`src/rtl/ytydla_conv_cact.sv`:
```
// Convolution activation stage: requantise, optional ReLU, saturate, pack, buffer.
// Define YTYDLA_CACT_RELU_EN to include the ReLU step; without it outputs are signed.
`ifndef YTYDLA_DATA_LENGTH
`define YTYDLA_DATA_LENGTH 32
`endif

module ytydla_conv_cact #(
    parameter int DATA_W     = `YTYDLA_DATA_LENGTH,
    parameter int OUT_W      = 8,
    parameter int PACK       = 4,
    parameter int FIFO_DEPTH = 8,
    parameter int ADDR_W     = 16
) (
    input  logic                    ytydla_core_clk,
    input  logic                    ytydla_core_rst_n,
    input  logic                    cfg_start,
    input  logic [15:0]             cfg_out_num,
    input  logic [4:0]              cfg_shift,
    input  logic [ADDR_W-1:0]       cfg_base_addr,
    input  logic [DATA_W-1:0]       cacc2cact_dat,
    input  logic                    cacc2cact_valid,
    output logic [OUT_W*PACK-1:0]   cact2mem_dat,
    output logic [ADDR_W-1:0]       cact2mem_addr,
    output logic                    cact2mem_valid,
    input  logic                    mem2cact_ready,
    output logic                    cact_busy,
    output logic                    cact_done,
    output logic                    cact_overflow
);

    localparam int WORD_W = OUT_W * PACK;
    localparam int LANE_W = (PACK > 1) ? $clog2(PACK) : 1;
    localparam int PTR_W  = (FIFO_DEPTH > 1) ? $clog2(FIFO_DEPTH) : 1;
    localparam int CNT_W  = PTR_W + 1;
    localparam int SW     = DATA_W + 1;

    localparam logic signed [SW-1:0] QMAX =
        {{(SW-OUT_W+1){1'b0}}, {(OUT_W-1){1'b1}}};
    localparam logic signed [SW-1:0] QMIN =
        {{(SW-OUT_W+1){1'b1}}, {(OUT_W-1){1'b0}}};

    typedef enum logic [1:0] {
        S_IDLE,
        S_RUN,
        S_FLUSH,
        S_DONE
    } state_e;

    state_e state_q, state_d;

    logic [15:0]        cfg_num_q, cfg_num_d;
    logic [4:0]         cfg_shift_q, cfg_shift_d;
    logic [ADDR_W-1:0]  cfg_base_q, cfg_base_d;
    logic [15:0]        res_cnt_q, res_cnt_d;

    logic               s1_vld_q, s1_vld_d;
    logic               s1_last_q, s1_last_d;
    logic [OUT_W-1:0]   s1_dat_q, s1_dat_d;

    logic [LANE_W-1:0]  lane_q, lane_d;
    logic [WORD_W-1:0]  pack_q, pack_d;
    logic [ADDR_W-1:0]  word_cnt_q, word_cnt_d;

    logic               push_vld_q, push_vld_d;
    logic [WORD_W-1:0]  push_dat_q, push_dat_d;
    logic [ADDR_W-1:0]  push_addr_q, push_addr_d;

    logic [PTR_W-1:0]   wr_ptr_q, wr_ptr_d;
    logic [PTR_W-1:0]   rd_ptr_q, rd_ptr_d;
    logic [CNT_W-1:0]   cnt_q, cnt_d;
    logic               ovf_q, ovf_d;

    logic [WORD_W-1:0]  mem_dat  [FIFO_DEPTH];
    logic [ADDR_W-1:0]  mem_addr [FIFO_DEPTH];

    logic               start;
    logic               in_acc;
    logic               in_last;
    logic               fifo_full;
    logic               fifo_pop;
    logic               fifo_push;
    logic               fifo_drop;
    logic               drained;

    logic signed [SW-1:0] rnd;
    logic signed [SW-1:0] sum;
    logic signed [SW-1:0] shd;
    logic signed [SW-1:0] act;
    logic [OUT_W-1:0]     q;
    logic [WORD_W-1:0]    word_v;

    assign start   = (state_q == S_IDLE) && cfg_start;
    assign in_acc  = (state_q == S_RUN) && cacc2cact_valid;
    assign in_last = in_acc && ((res_cnt_q + 16'd1) == cfg_num_q);

    assign cact2mem_valid = (cnt_q != '0);
    assign fifo_full      = (cnt_q == CNT_W'(FIFO_DEPTH));
    assign fifo_pop       = cact2mem_valid && mem2cact_ready;
    assign fifo_push      = push_vld_q && (!fifo_full || fifo_pop);
    assign fifo_drop      = push_vld_q && fifo_full && !fifo_pop;

    assign drained = !s1_vld_q && !push_vld_q &&
                     (lane_q == '0) && (cnt_q == '0);

    // Head is gated so the outputs read zero whenever nothing is queued.
    assign cact2mem_dat  = cact2mem_valid ? mem_dat[rd_ptr_q]  : '0;
    assign cact2mem_addr = cact2mem_valid ? mem_addr[rd_ptr_q] : '0;
    assign cact_busy     = (state_q != S_IDLE);
    assign cact_done     = (state_q == S_DONE);
    assign cact_overflow = ovf_q;

    // Requantisation uses one extra bit so the rounding add cannot wrap.
    always_comb begin
        rnd = '0;
        if (cfg_shift_q != 5'd0) begin
            rnd = SW'(1) << (cfg_shift_q - 5'd1);
        end
        sum = $signed({cacc2cact_dat[DATA_W-1], cacc2cact_dat}) + rnd;
        shd = sum >>> cfg_shift_q;
        act = shd;
`ifdef YTYDLA_CACT_RELU_EN
        if (shd < 0) begin
            act = '0;
        end
`endif
        if (act > QMAX) begin
            q = QMAX[OUT_W-1:0];
        end else if (act < QMIN) begin
            q = QMIN[OUT_W-1:0];
        end else begin
            q = act[OUT_W-1:0];
        end
    end

    always_comb begin
        state_d = state_q;
        unique case (state_q)
            S_IDLE: begin
                if (cfg_start) begin
                    state_d = (cfg_out_num == 16'd0) ? S_DONE : S_RUN;
                end
            end
            S_RUN: begin
                if (in_last) begin
                    state_d = S_FLUSH;
                end
            end
            S_FLUSH: begin
                if (drained) begin
                    state_d = S_DONE;
                end
            end
            S_DONE: begin
                state_d = S_IDLE;
            end
            default: begin
                state_d = S_IDLE;
            end
        endcase
    end

    always_comb begin
        cfg_num_d   = cfg_num_q;
        cfg_shift_d = cfg_shift_q;
        cfg_base_d  = cfg_base_q;
        res_cnt_d   = res_cnt_q;
        lane_d      = lane_q;
        pack_d      = pack_q;
        word_cnt_d  = word_cnt_q;
        ovf_d       = ovf_q;
        push_vld_d  = 1'b0;
        push_dat_d  = push_dat_q;
        push_addr_d = push_addr_q;
        word_v      = pack_q;

        s1_vld_d  = in_acc;
        s1_last_d = in_last;
        s1_dat_d  = in_acc ? q : s1_dat_q;

        if (in_acc) begin
            res_cnt_d = res_cnt_q + 16'd1;
        end

        if (s1_vld_q) begin
            word_v[lane_q*OUT_W +: OUT_W] = s1_dat_q;
            if ((lane_q == LANE_W'(PACK-1)) || s1_last_q) begin
                push_vld_d  = 1'b1;
                push_dat_d  = word_v;
                push_addr_d = cfg_base_q + word_cnt_q;
                word_cnt_d  = word_cnt_q + 1'b1;
                pack_d      = '0;
                lane_d      = '0;
            end else begin
                pack_d = word_v;
                lane_d = lane_q + 1'b1;
            end
        end

        if (fifo_drop) begin
            ovf_d = 1'b1;
        end

        if (start) begin
            cfg_num_d   = cfg_out_num;
            cfg_shift_d = cfg_shift;
            cfg_base_d  = cfg_base_addr;
            res_cnt_d   = '0;
            lane_d      = '0;
            pack_d      = '0;
            word_cnt_d  = '0;
            ovf_d       = 1'b0;
        end
    end

    always_comb begin
        wr_ptr_d = wr_ptr_q;
        rd_ptr_d = rd_ptr_q;
        if (fifo_push) begin
            wr_ptr_d = wr_ptr_q + 1'b1;
        end
        if (fifo_pop) begin
            rd_ptr_d = rd_ptr_q + 1'b1;
        end
        cnt_d = cnt_q + CNT_W'(fifo_push) - CNT_W'(fifo_pop);
    end

    always_ff @(posedge ytydla_core_clk) begin
        if (fifo_push) begin
            mem_dat[wr_ptr_q]  <= push_dat_q;
            mem_addr[wr_ptr_q] <= push_addr_q;
        end
    end

    always_ff @(posedge ytydla_core_clk or negedge ytydla_core_rst_n) begin
        if (!ytydla_core_rst_n) begin
            state_q     <= S_IDLE;
            cfg_num_q   <= '0;
            cfg_shift_q <= '0;
            cfg_base_q  <= '0;
            res_cnt_q   <= '0;
            s1_vld_q    <= 1'b0;
            s1_last_q   <= 1'b0;
            s1_dat_q    <= '0;
            lane_q      <= '0;
            pack_q      <= '0;
            word_cnt_q  <= '0;
            push_vld_q  <= 1'b0;
            push_dat_q  <= '0;
            push_addr_q <= '0;
            wr_ptr_q    <= '0;
            rd_ptr_q    <= '0;
            cnt_q       <= '0;
            ovf_q       <= 1'b0;
        end else begin
            state_q     <= state_d;
            cfg_num_q   <= cfg_num_d;
            cfg_shift_q <= cfg_shift_d;
            cfg_base_q  <= cfg_base_d;
            res_cnt_q   <= res_cnt_d;
            s1_vld_q    <= s1_vld_d;
            s1_last_q   <= s1_last_d;
            s1_dat_q    <= s1_dat_d;
            lane_q      <= lane_d;
            pack_q      <= pack_d;
            word_cnt_q  <= word_cnt_d;
            push_vld_q  <= push_vld_d;
            push_dat_q  <= push_dat_d;
            push_addr_q <= push_addr_d;
            wr_ptr_q    <= wr_ptr_d;
            rd_ptr_q    <= rd_ptr_d;
            cnt_q       <= cnt_d;
            ovf_q       <= ovf_d;
        end
    end

endmodule

```
`config.mk`:
```
export PLATFORM = sky130hd
export DESIGN_NAME = ytydla_conv_cact
export DESIGN_NICKNAME = d
export VERILOG_FILES = /design/src/rtl/ytydla_conv_cact.sv
export SDC_FILE = /design/constraint.sdc
export NUM_CORES = 1
export LEC_CHECK = 0
export ABC_AREA = 1
export CORE_MARGIN = 2
export CORE_UTILIZATION = 45
export CTS_CLUSTER_SIZE = 25
export DETAILED_ROUTE_END_ITERATION = 8
export GPL_ROUTABILITY_DRIVEN = 0
export PLACE_DENSITY = 0.68
export REMOVE_ABC_BUFFERS = 1
export SETUP_SLACK_MARGIN = 0.2
export SYNTH_ARGS = -nofsm -noshare
export SYNTH_HDL_FRONTEND = slang
export SYNTH_SLANG_ARGS = --single-unit
```
`constraint.sdc`:
```
create_clock -name ytydla_core_clk -period 9.6 [get_ports ytydla_core_clk]
set_input_delay 1.44 -clock ytydla_core_clk [delete_from_list [all_inputs] [get_ports ytydla_core_clk]]
set_output_delay 1.44 -clock ytydla_core_clk [all_outputs]
set_load 0.05 [all_outputs]
```
# ---- Yosys cells after proc, flatten, opt, wreduce, memory -nomap -nowiden
# Memories as Yosys holds them, arrays and structs flattened.
# Index checks and enable logic that the tools add are counted.
# W data, S select, Z words.
dict set report word_totals {
  ff_bits 175
  ramBits 384
  memories 2
}
dict set report classes {
  addsub 11
  magnitude_cmp 2
  n_eq_ne 9
  shifts 4
  n_mux 28
  reduce_logical 30
}
# memory depth word_bits rd rd_ports_with_merged_regs wr line_no
set mem_list {}
lappend mem_list {mem_dat 8 32 1 0 1 73} ;# logic [WORD_W-1:0] mem_dat [FIFO_DEPTH];
lappend mem_list {mem_addr 8 16 1 0 1 74} ;# logic [ADDR_W-1:0] mem_addr [FIFO_DEPTH];
# operator count
set op_table {}
lappend op_table {{$mux W32} 4}
lappend op_table {{$mux W16} 6}
lappend op_table {{$neg A5 Y34} 1}
lappend op_table {{$shift A8 B34 Y32 const A} 1}
lappend op_table {{$shiftx A8 B34 Y32} 1}
lappend op_table {{$add A32 B33 Y33} 1}
lappend op_table {{$gt A33 B8 Y1 const B} 1}
lappend op_table {{$lt A33 B8 Y1 const B} 1}
lappend op_table {{$mux W33} 1}
lappend op_table {{$shl A1 B5 Y33 const A} 1}
lappend op_table {{$sshr A33 B5 Y33} 1}
lappend op_table {{$add A16 B1 Y16 const B} 2}
lappend op_table {{$bwmux W32} 1}
lappend op_table {{$add A16 B16 Y16} 1}
lappend op_table {{$eq A16 B16 Y1} 1}
lappend op_table {{$logic_not A16 Y1} 1}
lappend op_table {{$mux W8} 2}
lappend op_table {{$mux W2} 7}
lappend op_table {{$logic_and A1 B1 Y1} 10}
lappend op_table {{$reduce_bool A2 Y1} 5}
lappend op_table {{$pmux W2 S4} 1}
lappend op_table {{$add A3 B1 Y3 const B} 2}
lappend op_table {{$eq A2 B2 Y1 const B} 3}
lappend op_table {{$mux W1} 6}
lappend op_table {{other kinds (15)} 23}

# ---- Logic depth before layout (Yosys ltp)
# Gate-level depths: netlist of the first run.
dict set report logic_depth {
  ltp_word 8
  mapped_depth 37
  ltp_nobuf 35
}

# ---- Worst setup path before layout of the first run
# No wires, ideal clock.
dict set report synth_timing {
  path_type {input -> register}
  from {input mem2cact_ready}
  to {memory mem_addr[0][0] (enable)}
  setup_ns 0.454
  arrival_time_ns 4.021
  required_time_ns 9.146
  slack_ns 5.126
  path_stages 5
  path_cell_list {nand2_1 nand2_1 nand2_1 or2_2 nor2_1}
}
dict set report synth_via {
  elab_chain_cells 5
}
# item line_no
set synth_lines {}
lappend synth_lines {{start, declared} 25} ;# input logic mem2cact_ready,
lappend synth_lines {{$logic_and A1 B1 Y1} 98} ;# assign fifo_pop = cact2mem_valid && mem2cact_ready;
lappend synth_lines {{$logic_or A1 B1 Y1} 99} ;# assign fifo_push = push_vld_q && (!fifo_full || fifo_pop);
lappend synth_lines {{$logic_and A1 B1 Y1} 99}
lappend synth_lines {{$mux W1} 228} ;# if (fifo_push) begin
lappend synth_lines {{$mux W1 (implied by the code)} 230} ;# mem_addr[wr_ptr_q] <= push_addr_q;
lappend synth_lines {{end, declared} 74}
# Every way passes these cells.

# ---- Final worst setup path of the first run
dict set report layout_timing {
  from {register rd_ptr_q[1]}
  to {output cact2mem_dat[17]}
}
dict set report layout_via {
  elab_chain_cells 2
}
# item line_no
set layout_lines {}
lappend layout_lines {{start, declared} 69} ;# logic [PTR_W-1:0] rd_ptr_q, rd_ptr_d;
lappend layout_lines {{start signal, assigned} 270} ;# rd_ptr_q <= rd_ptr_d;
lappend layout_lines {{$mem_v2 Z8 W32} -}
lappend layout_lines {{$mux W32} 106} ;# assign cact2mem_dat = cact2mem_valid ? mem_dat[rd_ptr_q] : '0;
lappend layout_lines {{end, declared} 22} ;# output logic [OUT_W*PACK-1:0] cact2mem_dat,
# Every way passes these cells.

==> impl_metrics.yaml, run 1 <==
final_layout:
  syn_to_final_growth_pct: 14.2
  final_common_cell: "nand2_1"
  drive_gt1_frac: 0.0551
  final_cell_mix: "621 x nand2_1, 430 x nor2_1, 384 x edfxtp_1"
  final_nets: 3312
  layout.cells.non_filler: 4052
  antennaDiodeCount: 0
detailed_routing:
  via_per_inst: 5.35
  antenna_left: 0
  finalWirelength_mm: 69.1
  vias: 21700
  dr.pass1.iters: 6
  wl_met2_mm: 32.7
  dr_wl_met3_mm: 3.87
  drtIter0Drc: 1978
  drc: 0
  top_layer: "met4"
  wl_per_cell_microns: 17.1
  wl_met1_mm: 30.7
clock_network:
  ctsResizeCount: 0
  ctsHoldBuffers: 0
  path_clk_slew_ns: 0.07
  clkSinkCount: 559
  htreeDepth: 2
  cts_made_buffers: 56
  post_cts_buffers: 0
  cts-root-buf: "clkbuf_16"
  cts_tree: "done"
  clock_path_buffers: 3
  clk_latency_ns: 0.64
synthesis:
  synthCells: 3100
  ys_ff_latch: 559
  synth_area_sq_um: 27900
  synthSimpleGateAreaFrac: 0.203
  synth_compound_area_frac: 0.121
  ys_seq_area_frac: 0.569
  synthAdderAreaFrac: 0.0326
  yosys-top-cells-area: "edfxtp_1 41%, dfrtp_1 16%, nand2_1 8.4%"
  synth_area_leader_cell: "edfxtp_1"
  ys.flop_type: "edfxtp_1"
  synth_top_family_by_area: "simple AND/OR/NAND/NOR gates"
  ys_async_sr_fraction: 0.313
  ys_warn_count: 0
  synth_cell_types: 56
  synth.avg_cell_area_sq_um: 9.01
  synth_edf_count: 384
  synthDominantCellAreaShare: 0.413
  synthMuxAreaShare: 0.00143
  synth_xor_area_frac: 0.0113
critical_path:
  crit_path_end_kind: "primary output"
  reg2reg_from: "cfg_shift_q[1]"
  rrSetupSlack_ns: 4.20
  reg2reg_to: "s1_dat_q[0]"
  critPathMaxFanout: 50
  r2r.worst_path.cells: 30
  cp_data_required_time_ns: 8.16
  crit_type: "reg2out"
  startpoint_type: "flop"
  critPathArrivalTime_ns: 4.34
power:
  p_leak_uw: 0.0130
  power_density_nw_per_um2: 303
  peakVddDrop_mv: 0.176
job:
  maxCapViolCount: 0
global_routing:
  antenna_found_initial: 0
  grt_max_degree: 118
  grt_pass1_wl_mm: 110
  grt_overflow: 0
  grt_usage: 0.218
  grt_pass1_vias: 20700
floorplan:
  io_pins: 126
  die_y_microns: 253
  dieArea_sq_um: 64100
  rows: 91
  start_util: 0.454
  core-area_sq_um: 61600
  die_w_microns: 253
placement:
  io_buffers: 125
  hpwl_mm: 42.8
  dp.cells: 3946
worst_hold_path:
  min_path_type: "reg2reg"
  holdPathStages: 2
  min-delay-start: "cfg_base_q[0]"
  holdPathEnd: "cfg_base_q[0]"
sta:
  rsz0062_at_grt: "no"
  period_needed_ns: 5.78
  tns_ns: 0
  relSlewSlack: 0.232
  finalHoldViolCount: 0
  post-route-period-util: 0.602
  slew_viol_final: 0
  clock_skew_ns: 0.0545
  tightest_slew_ns: 1.15
  finalSetupViolCount: 0
  clock.fmax_mhz: 173
outcome:
  status: "finished clean"
==> cells in the mapped netlist, types with 2 or more instances <==
cell,count
xnor2_1,10
dfrtp_1,175
a211oi_1,6
nand2_2,10
a32oi_1,8
o21bai_1,2
a31oi_1,55
mux2i_1,4
o31ai_1,7
o21ai_0,341
clkinv_1,8
nor2_1,438
nor3_1,12
nor4_2,2
nand2_4,2
nand4_1,13
ha_1,68
o22ai_1,112
or2_1,2
edfxtp_1,384
buf_1,17
inv_2,3
and2_1,2
inv_1,289
a21o_1,2
a22o_1,2
o221ai_1,2
a221oi_1,2
or2_2,10
nor4_1,8
xor2_1,26
buf_2,9
nand3_1,231
nand3_2,5
a21oi_1,62
fa_1,3
nor2_2,6
o21ai_1,3
nand2_1,623
clkbuf_1,120
==> cells by family (layout without fill, tap and decap cells) <==
logic type	count (synthesis)	count (layout)
other cells	1	1
compound gates	611	611
buf+inv	447	562
xor+xnor	36	36
mux	4	4
flops	559	559
simple gates	1371	1371
fa+ha+maj	71	71
==> cell type report <==
cell class / count / area [sq um]
multi-input cells: 2094 / 10400
well taps: 837 / 1050
fillers: 5550 / 29700
repair buffers: 156 / 1490
clock inverters: 40 / 489
flip-flops and latches: 559 / 15900
inverters: 300 / 1130
clock buffers: 66 / 1440
==> critical path, stage by stage (launching register included) <==
cell and delay [ns]:
dfrtp_4 0.65, clkinv_2 0.66, buf_4 0.66, o21ai_0 0.21, o22ai_1 0.14, o21ai_0 0.09
a31oi_1 0.39, clkdlybuf4s50_1 0.89
==> through the flow <==
stage / hold WS (ns) / utilization / cell area, sq um / worst slack, ns / total power, uW
floorplan: 0.455 / - / 27400 / 0.904 / 6030
global placement: 0.472 / 0.487 / 30000 / 4.40 / 7420
detailed placement: 0.476 / 0.487 / 30000 / 4.31 / 7450
CTS: 0.493 / 0.518 / 31900 / 3.74 / 9690
global route: 0.517 / 0.518 / 31900 / 3.48 / 10300
finish: 0.487 / 0.518 / 31900 / 3.82 / 9660
==> registers in the layout, summed over array words and instances, names as in the netlist, 2 cells and up <==
register     flops
mem_dat        256
mem_addr       128
pack_q          32
push_dat_q      32
cfg_base_q      16
cfg_num_q       16
push_addr_q     16
res_cnt_q       16
word_cnt_q      16
s1_dat_q         8
cfg_shift_q      5
cnt_q            4
rd_ptr_q         3
wr_ptr_q         3
lane_q           2
state_q          2
==> report_power, final <==
| group | switching [uW] | internal (uW) | leakage [uW] | total, uW |
|---|---|---|---|---|
| combinational | 3020 | 1310 | 0.00613 | 4340 |
| clock | 944 | 1300 | 0.000925 | 2250 |
| sequential | 233 | 2840 | 0.00591 | 3080 |
| total | 4200 | 5460 | 0.0130 | 9660 |
==> worst max-delay path by stage <==
stage / from / to / slack, ns / depth (start not counted)
after floorplan: rd_ptr_q[0] / cact2mem_addr[0] / 0.90 / 5
after global placement: cfg_shift_q[1] / s1_dat_q[4] / 4.40 / 30
after detailed placement: cfg_shift_q[1] / s1_dat_q[3] / 4.31 / 30
after CTS: rd_ptr_q[0] / cact2mem_dat[17] / 3.74 / 7
after global routing: rd_ptr_q[0] / cact2mem_addr[0] / 3.48 / 7
final: rd_ptr_q[1] / cact2mem_dat[17] / 3.82 / 7
==> metal layers <==
layer / GRT usage / vias up
met5: 0 / -
met4: 0.0671 / 0
met3: 0.0277 / 124
met2: 0.362 / 653
met1: 0.300 / 10200
li1: - / 10700
No activity file was read; power rests on OpenSTA's default activity.
==> inputs of run 2 (changes only) <==
PLACE_DENSITY = 0.71   (was 0.68)
clock period = 5 ns   (was 9.6 ns; I/O delays follow)
==> run 2 against run 1 <==
  * Worst setup slack worse by 3.3 ns
  * Combinational power is 95% higher
  * Via count is 1.2% higher
  * Non-clock buffer count rose by 13
  * Register-to-register slack worse by 3.6 ns
  * Critical path depth down 1
  * Final cell count rose by 0.32%
  * Core utilization increased by 0.31 points
  * Critical endpoint unchanged
  * Highest routed layer unchanged
==> impl_metrics.yaml, run 2 (synthesized netlist as in run 1, its figures left out) <==
final_layout:
  final_common_cell: "nand2_1"
  final-seq-area_sq_um: 15900
  layout.cells.non_filler: 4065
  syn_to_final_growth_pct: 14.9
  multi_input_area_sq_um: 10400
  reg.largest.list: "mem_dat (256), mem_addr (128)"
  num-fill-cells: 5465
  largest_reg_flops: 256
  drive_gt1_frac: 0.0589
  antennaDiodeCount: 0
  final_cell_area_sq_um: 32100
  final_cell_mix: "621 x nand2_1, 429 x nor2_1, 384 x edfxtp_1"
  regMostFlops: "mem_dat"
  final_nets: 3325
sta:
  tightest_slew_ns: 1.21
  post-route-period-util: 0.900
  relSlewSlack: 0.193
  slew_viol_final: 0
  rsz0062_at_grt: "no"
  period_needed_ns: 4.50
  clock_skew_ns: 0.0525
  clock.fmax_mhz: 222
  finalSetupViolCount: 0
  finalHoldViolCount: 0
critical_path:
  critPathArrivalTime_ns: 3.75
  crit_path_cell_trace: "buf_12 -> o21ai_0 -> o22ai_1 -> o21ai_0 -> a31oi_1 -> clkdlybuf4s50_1"
  crit_end: "cact2mem_dat[17]"
  reg2reg_from: "cfg_shift_q[0]"
  reg2reg_to: "s1_dat_q[5]"
  path_common_cell: "o21ai_0"
  cp_data_required_time_ns: 4.25
  critPathMaxFanout: 193
  crit_path_end_kind: "primary output"
  crit_type: "reg2out"
  r2r.worst_path.cells: 28
  cp-startpoint: "rd_ptr_q[0]"
  startpoint_type: "flop"
  rrSetupSlack_ns: 0.65
  cpPeakStageDelay_ns: 0.89
  slowest_stage: "clkdlybuf4s50_1"
floorplan:
  die_y_microns: 253
  core-area_sq_um: 61600
  die_w_microns: 253
  dieArea_sq_um: 64100
  rows: 91
  io_pins: 126
  start_util: 0.454
job:
  maxCapViolCount: 0
placement:
  io_buffers: 125
  dpl_cell_area_sq_um: 30200
  dp.cells: 3959
  hpwl_mm: 45.1
clock_network:
  cts_tree: "done"
  clk_latency_ns: 0.65
  cts_made_buffers: 56
  htreeDepth: 2
  clkSinkCount: 559
  clock_path_buffers: 3
  cts-root-buf: "clkbuf_16"
  post_cts_buffers: 0
  path_clk_slew_ns: 0.06
detailed_routing:
  finalWirelength_mm: 70.0
  antenna_left: 0
  via_per_inst: 5.40
  wl_per_cell_microns: 17.2
  dr.pass1.iters: 5
  drc: 0
  drtIter0Drc: 2063
  vias: 21900
global_routing:
  grt_max_degree: 194
  grt_usage: 0.218
  grt_pass1_vias: 20900
  antenna_found_initial: 0
  grt_pass1_wl_mm: 111
  grt_overflow: 0
power:
  p_leak_uw: 0.0131
  power_density_nw_per_um2: 577
  peakVddDrop_mv: 0.365
outcome:
  status: "finished clean"
worst_hold_path:
  min_path_type: "in2async"
[run 2: how the worst min path moves through the flow]
stage | slack (ns) | to | from | cells after the start
finish | 0.22 | push_addr_q[11] | ytydla_core_rst_n | 1
detailed placement | 0.47 | cfg_base_q[5] | cfg_base_q[5] | 2
global route | 0.30 | push_addr_q[11] | ytydla_core_rst_n | 1
CTS | 0.26 | pack_q[6] | ytydla_core_rst_n | 1
floorplan | 0.45 | cact_overflow | ytydla_core_rst_n | 0
global placement | 0.47 | cfg_base_q[5] | cfg_base_q[5] | 2
[run 2: final cells by class]
class / instances / area share
flip-flops and latches: 559 / 0.496
clock inverters: 23 / 0.00865
multi-input cells: 2094 / 0.325
inverters: 300 / 0.0352
clock buffers: 83 / 0.0490
repair buffers: 169 / 0.0542
well taps: 837 / 0.0326
[run 2: layer usage]
layer	track usage	vias to the layer above	wire, microns
met5	0	-	0
met4	0.0678	0	1800
met3	0.0291	125	4260
met2	0.363	701	33100
met1	0.298	10400	30900
li1	-	10700	-
[run 2: worst max-delay path, delay by kind of cell, from the launching register on]
kind / cells / cell delay (ns)
flops: 1 / 0.44
compound gates: 4 / 0.94
buf+inv: 2 / 1.28
[run 2: timing repair]
action                     CTS  global route
resized for setup            0             9
hold buffers                 0             0
setup endpoints to repair    0             7
[run 2: report_power, final]
group	switching (uW)	internal [uW]	leakage (uW)	total, uW
Sequential	479	5460	0.00591	5940
Combinational	5840	2620	0.00626	8450
Clock	1790	2360	0.000899	4150
Total	8100	10400	0.0131	18500
[run 2: through the flow]
stage                     TNS (ns)  hold slack, ns  total power [uW]   util  setup slack, ns
after floorplan            -146.24           0.454             11600      -            -3.01
after global placement           0           0.471             14300  0.491            0.539
after detailed placement         0           0.475             14400  0.491            0.582
after CTS                        0           0.260             18600  0.521            0.451
after global routing             0           0.301             19700  0.521            0.209
final                            0           0.222             18500  0.521            0.501
